$ cat config.mk
export PLATFORM = sky130hd
export DESIGN_NAME = uart_cmd_framer
export DESIGN_NICKNAME = d
export VERILOG_FILES = /design/src/rtl/uart_cmd_framer.sv
export SDC_FILE = /design/constraint.sdc
export NUM_CORES = 1
export LEC_CHECK = 0
export BUFFER_PORTS_ARGS = -buffer_cell sky130_fd_sc_hd__buf_4
export CAP_MARGIN = 20
export CORE_MARGIN = 2
export CORE_UTILIZATION = 48
export DETAILED_ROUTE_END_ITERATION = 8
export PLACE_DENSITY = 0.7
export SLEW_MARGIN = 40
export SYNTH_ARGS = -nofsm -noshare
export SYNTH_HDL_FRONTEND = slang
export SYNTH_SLANG_ARGS = --single-unit
export TNS_END_PERCENT = 30
$ cat constraint.sdc
create_clock -name clk -period 10.1 [get_ports clk]
set_input_delay 0 -clock clk [delete_from_list [all_inputs] [get_ports clk]]
set_output_delay 0 -clock clk [all_outputs]
set_load 0.05 [all_outputs]
$ cat src/rtl/uart_cmd_framer.sv
// Frames UART receiver bytes into validated 5-byte commands {SYNC, cmd, hi, lo, chksum}.
// Drives the receiver clear handshake and flags checksum, timeout and overwrite events.
module uart_cmd_framer #(
  parameter logic [7:0]  SYNC_BYTE   = 8'hAA,
  parameter int unsigned TIMEOUT_CYC = 65000
) (
  input  logic        clk,
  input  logic        rst_n,
  input  logic        rx_rdy,
  input  logic [7:0]  rx_data,
  output logic        clr_rx_rdy,
  input  logic        clr_cmd_rdy,
  output logic        cmd_rdy,
  output logic [7:0]  cmd,
  output logic [15:0] data,
  output logic        chk_err,
  output logic        to_err,
  output logic        cmd_ovr
);

  localparam int unsigned CNT_W = 16;
  localparam logic [CNT_W-1:0] TO_LAST = CNT_W'(TIMEOUT_CYC - 1);

  typedef enum logic [2:0] {IDLE, CMD, DHI, DLO, CHK} state_e;

  state_e             state_q, state_d;
  logic               rx_rdy_q;
  logic               clr_rx_rdy_q, clr_rx_rdy_d;
  logic [7:0]         cmd_sh_q, cmd_sh_d;
  logic [7:0]         hi_sh_q, hi_sh_d;
  logic [7:0]         lo_sh_q, lo_sh_d;
  logic [CNT_W-1:0]   cnt_q, cnt_d;
  logic [7:0]         cmd_q, cmd_d;
  logic [15:0]        data_q, data_d;
  logic               cmd_rdy_q, cmd_rdy_d;
  logic               chk_err_q, chk_err_d;
  logic               to_err_q, to_err_d;
  logic               cmd_ovr_q, cmd_ovr_d;
  logic               accept_c;
  logic [7:0]         chk_sum_c;

  // Rising edge of the receiver ready level; a held level is never re-accepted.
  assign accept_c  = rx_rdy & ~rx_rdy_q;
  assign chk_sum_c = cmd_sh_q + hi_sh_q + lo_sh_q;

  always_comb begin
    state_d      = state_q;
    clr_rx_rdy_d = accept_c;
    cmd_sh_d     = cmd_sh_q;
    hi_sh_d      = hi_sh_q;
    lo_sh_d      = lo_sh_q;
    cnt_d        = (state_q == IDLE || accept_c) ? '0 : cnt_q + CNT_W'(1);
    cmd_d        = cmd_q;
    data_d       = data_q;
    cmd_rdy_d    = cmd_rdy_q & ~clr_cmd_rdy;
    chk_err_d    = 1'b0;
    to_err_d     = 1'b0;
    cmd_ovr_d    = 1'b0;

    case (state_q)
      IDLE: if (accept_c && rx_data == SYNC_BYTE) state_d = CMD;
      CMD: if (accept_c) begin
        cmd_sh_d = rx_data;
        state_d  = DHI;
      end
      DHI: if (accept_c) begin
        hi_sh_d = rx_data;
        state_d = DLO;
      end
      DLO: if (accept_c) begin
        lo_sh_d = rx_data;
        state_d = CHK;
      end
      CHK: if (accept_c) begin
        state_d = IDLE;
        if (rx_data == chk_sum_c) begin
          cmd_d     = cmd_sh_q;
          data_d    = {hi_sh_q, lo_sh_q};
          cmd_rdy_d = 1'b1;
          cmd_ovr_d = cmd_rdy_q & ~clr_cmd_rdy;
        end else begin
          chk_err_d = 1'b1;
        end
      end
      default: state_d = IDLE;
    endcase

    // An accept on the last allowed cycle wins over the timeout.
    if (state_q != IDLE && !accept_c && cnt_q == TO_LAST) begin
      state_d  = IDLE;
      to_err_d = 1'b1;
      cnt_d    = '0;
    end
  end

  always_ff @(posedge clk or negedge rst_n) begin
    if (!rst_n) begin
      state_q      <= IDLE;
      rx_rdy_q     <= 1'b0;
      clr_rx_rdy_q <= 1'b0;
      cmd_sh_q     <= '0;
      hi_sh_q      <= '0;
      lo_sh_q      <= '0;
      cnt_q        <= '0;
      cmd_q        <= '0;
      data_q       <= '0;
      cmd_rdy_q    <= 1'b0;
      chk_err_q    <= 1'b0;
      to_err_q     <= 1'b0;
      cmd_ovr_q    <= 1'b0;
    end else begin
      state_q      <= state_d;
      rx_rdy_q     <= rx_rdy;
      clr_rx_rdy_q <= clr_rx_rdy_d;
      cmd_sh_q     <= cmd_sh_d;
      hi_sh_q      <= hi_sh_d;
      lo_sh_q      <= lo_sh_d;
      cnt_q        <= cnt_d;
      cmd_q        <= cmd_d;
      data_q       <= data_d;
      cmd_rdy_q    <= cmd_rdy_d;
      chk_err_q    <= chk_err_d;
      to_err_q     <= to_err_d;
      cmd_ovr_q    <= cmd_ovr_d;
    end
  end

  assign clr_rx_rdy = clr_rx_rdy_q;
  assign cmd_rdy    = cmd_rdy_q;
  assign cmd        = cmd_q;
  assign data       = data_q;
  assign chk_err    = chk_err_q;
  assign to_err     = to_err_q;
  assign cmd_ovr    = cmd_ovr_q;

endmodule
==> metrics <==
share of cells above drive strength 1 0.332; Fmax approximately 0.3 GHz; Cells after DPL just under 400; total iterations of the first detailed-routing run 4; PortBufs 40; Final HPWL DP 4060 µm; die area roughly 0.0077 mm²; height of the die approximately 88 µm; IO Count slightly above 40; slew at the pin with the worst max-slew slack around 0.64 ns; Startpoint Class flip-flop; Setup crit start cmd_sh_q[1]$_DFFE_PN0P_; syn nets 284; initial core utilization 0.496; Slew Limit Fails 0; commonest non-fill, non-tap cell in the layout dfrtp_1; Avg Cell Area, Syn 13.1 µm²; skew final 0.0109 ns; RSZ-0062 raised after global routing no; Post-synth ARST share 1.00; crit end category flip-flop; GRT Overall Usage 0.178; PnR Total Power about 0.64 mW; Clock Tree Buf Depth 2; # diodes 0; Routed Antenna Nets 0; Leakage Power between 2 and 2.5 nW; status finished, final reports clean; CP Data Arrival Time roughly 3.6 ns; max cap viols 0; CP cell instances fa_1 -> ha_1 -> fa_1 -> xor2_1 -> nor4_1 -> nand3_1 -> nor4_4 -> buf_4 -> mux2_2; Hold Path Class in2async; critical path required time 10.33 ns; GRT Residual Overflow 0; Worst-path clk slew 0.08 ns; commonest cells after routing, fill and taps aside dfrtp_1 (73), mux2_2 (47), buf_4 (40); Synth Flop Type dfrtp_1; global-route wire length before repair around 10000 µm; residual DRC count 0; Die Wd about 88 µm; routed via count a little over 2000; Hold Violations, Final 0; Syn Inst Count between 200 and 300; EDFF count, synth 0; fin cells between 400 and 500; CTS tree done; Crit Path Class reg2reg; area of the core roughly 0.0068 mm²; largest net degree at the start of global routing 74; drt via density roughly 5; final period utilization 0.331; total number of yosys warnings 0; final setup violation count 0; initial antenna violation count 0; post-synth cell types 35; relative slew slack 0.573; CP most frequent cell fa_1; Clock Tree Root clkbuf_8; Area Growth Syn to Fin 22.3%; max incr delay on CP ~0.49 ns; nets@finish ~340; setup_tns 0 ns; Mapped Area 0.00337 mm²; worst-skew pair later-pin latency 0.35 ns; Routed WL per cell 14.4 µm; total wire length between 5000 and 6000 µm; register bit count reported by yosys 73; post-CTS setup buffers 0; Slowest cell on crit path fa_1; Pwr Density 155 mW/mm²; vias in the first global route between 2000 and 2500; fin crit period roughly 3.3 ns; Crit Path Max Fanout 24; Core Rows 30; GPL Wtd Cong between 0.7 and 0.8; worst IR drop on VDD between 70 and 80 µV; Num CTS Buffers 9; sequential area share after synthesis 0.542; CTS sink count 73; Initial DRC Count between 60 and 70; r2r startpoint cmd_sh_q[1]$_DFFE_PN0P_; CTS H-tree depth 3
==> sequential cells by signal, summed over array words and instances (netlist names), 3 cells and up <==
name / count
cmd: 8
cmd_sh_q: 8
cnt_q: 16
data: 16
hi_sh_q: 8
lo_sh_q: 8
state_q: 3
==> Yosys cell counts, types with 2 or more instances <==
cell	number	area (µm²)
dfrtp_1	73	1830
mux2_2	47	529
nor2_1	24	90.1
xnor2_1	16	140
xor2_1	14	123
nand2_1	11	41.3
nand3_1	9	45.0
fa_1	8	160
ha_1	7	87.6
a21oi_1	6	30.0
clkbuf_1	4	15.0
and4_1	3	26.3
inv_1	3	11.3
nand4_1	3	18.8
nor4_1	3	18.8
and3_1	2	12.5
buf_6	2	22.5
nor2b_1	2	12.5
nor3_1	2	10.0
nor4bb_1	2	20.0
o31ai_1	2	15.0
==> cells by family after synthesis <==
group | count (synthesis) | synth area share
XOR/XNOR | 30 | 0.0779
AND/OR/NAND/NOR | 68 | 0.106
adder cells (fa/ha/maj) | 15 | 0.0735
multiplexers | 49 | 0.163
AO/OA/AOI/OAI | 13 | 0.0230
buffers and inverters | 9 | 0.0145
flip-flops | 73 | 0.542
==> power by group <==
part           switching (mW)  internal, mW
sequential            0.00794         0.300
combinational          0.0290        0.0263
clock                   0.107         0.170
==> path summary, 6_finish.rpt <==
kind | to | slack (ns) | depth (start not counted)
setup / recovery | data[13]$_DFFE_PN0P_ | 6.76 | 9
hold / removal | cmd[3]$_DFFE_PN0P_ | 0.23 | 2
setup reg to reg | data[13]$_DFFE_PN0P_ | 6.76 | 9
hold reg to reg | cnt_q[0]$_DFF_PN0_ | 0.49 | 1
max in group asynchronous | cmd_rdy$_DFF_PN0_ | 9.43 | 2
min in group clk | rx_rdy_q$_DFF_PN0_ | 0.31 | 2
==> final cells by class <==
class                      instances  area [µm²]
clock inverter                     5         103
multi-input combinational        175        1500
clock buffer                      11         141
inverter                           3        11.3
fill                             552        2670
sequential                        73        1830
timing repair buffer              52         422
tap                               96         120
==> repair_timing <==
action / 4_1_cts / 5_1_grt
hold buffers: 11 / 0
gates resized for setup: 0 / 0
endpoints found under the hold margin: 100 / 0
==> routing by layer <==
layer | global-route usage | vias to the layer above | routed length [µm]
met2 | 0.269 | 34 | 2790
met4 | 0.0965 | 0 | 139
met1 | 0.245 | 1022 | 2870
met5 | 0 | - | 0
met3 | 0.0330 | 12 | 184
li1 | - | 1008 | -
==> stage by stage <==
step | hold slack, ns | area [µm²] | util | setup slack [ns]
6_report | 0.225 | 4120 | 0.607 | 6.76
5_1_grt | 0.290 | 4120 | 0.607 | 6.52
4_1_cts | 0.247 | 4120 | 0.607 | 6.72
3_5_place_dp | 0.0575 | 3770 | 0.555 | 6.73
3_3_place_gp | 0.120 | 3760 | 0.554 | 6.84
2_1_floorplan | -0.296 | 3370 | - | 6.94
==> worst max-delay path, delay by kind of cell, from the launching register on <==
kind,cells,cell delay (ns)
xor gates and xnor gates,1,0.15
adders and majority gates,3,1.20
buffers and inverters,1,0.35
DFF,1,0.42
muxes,1,0.38
and+or+nand+nor,3,0.73
Power figures use the tool's default switching activity.
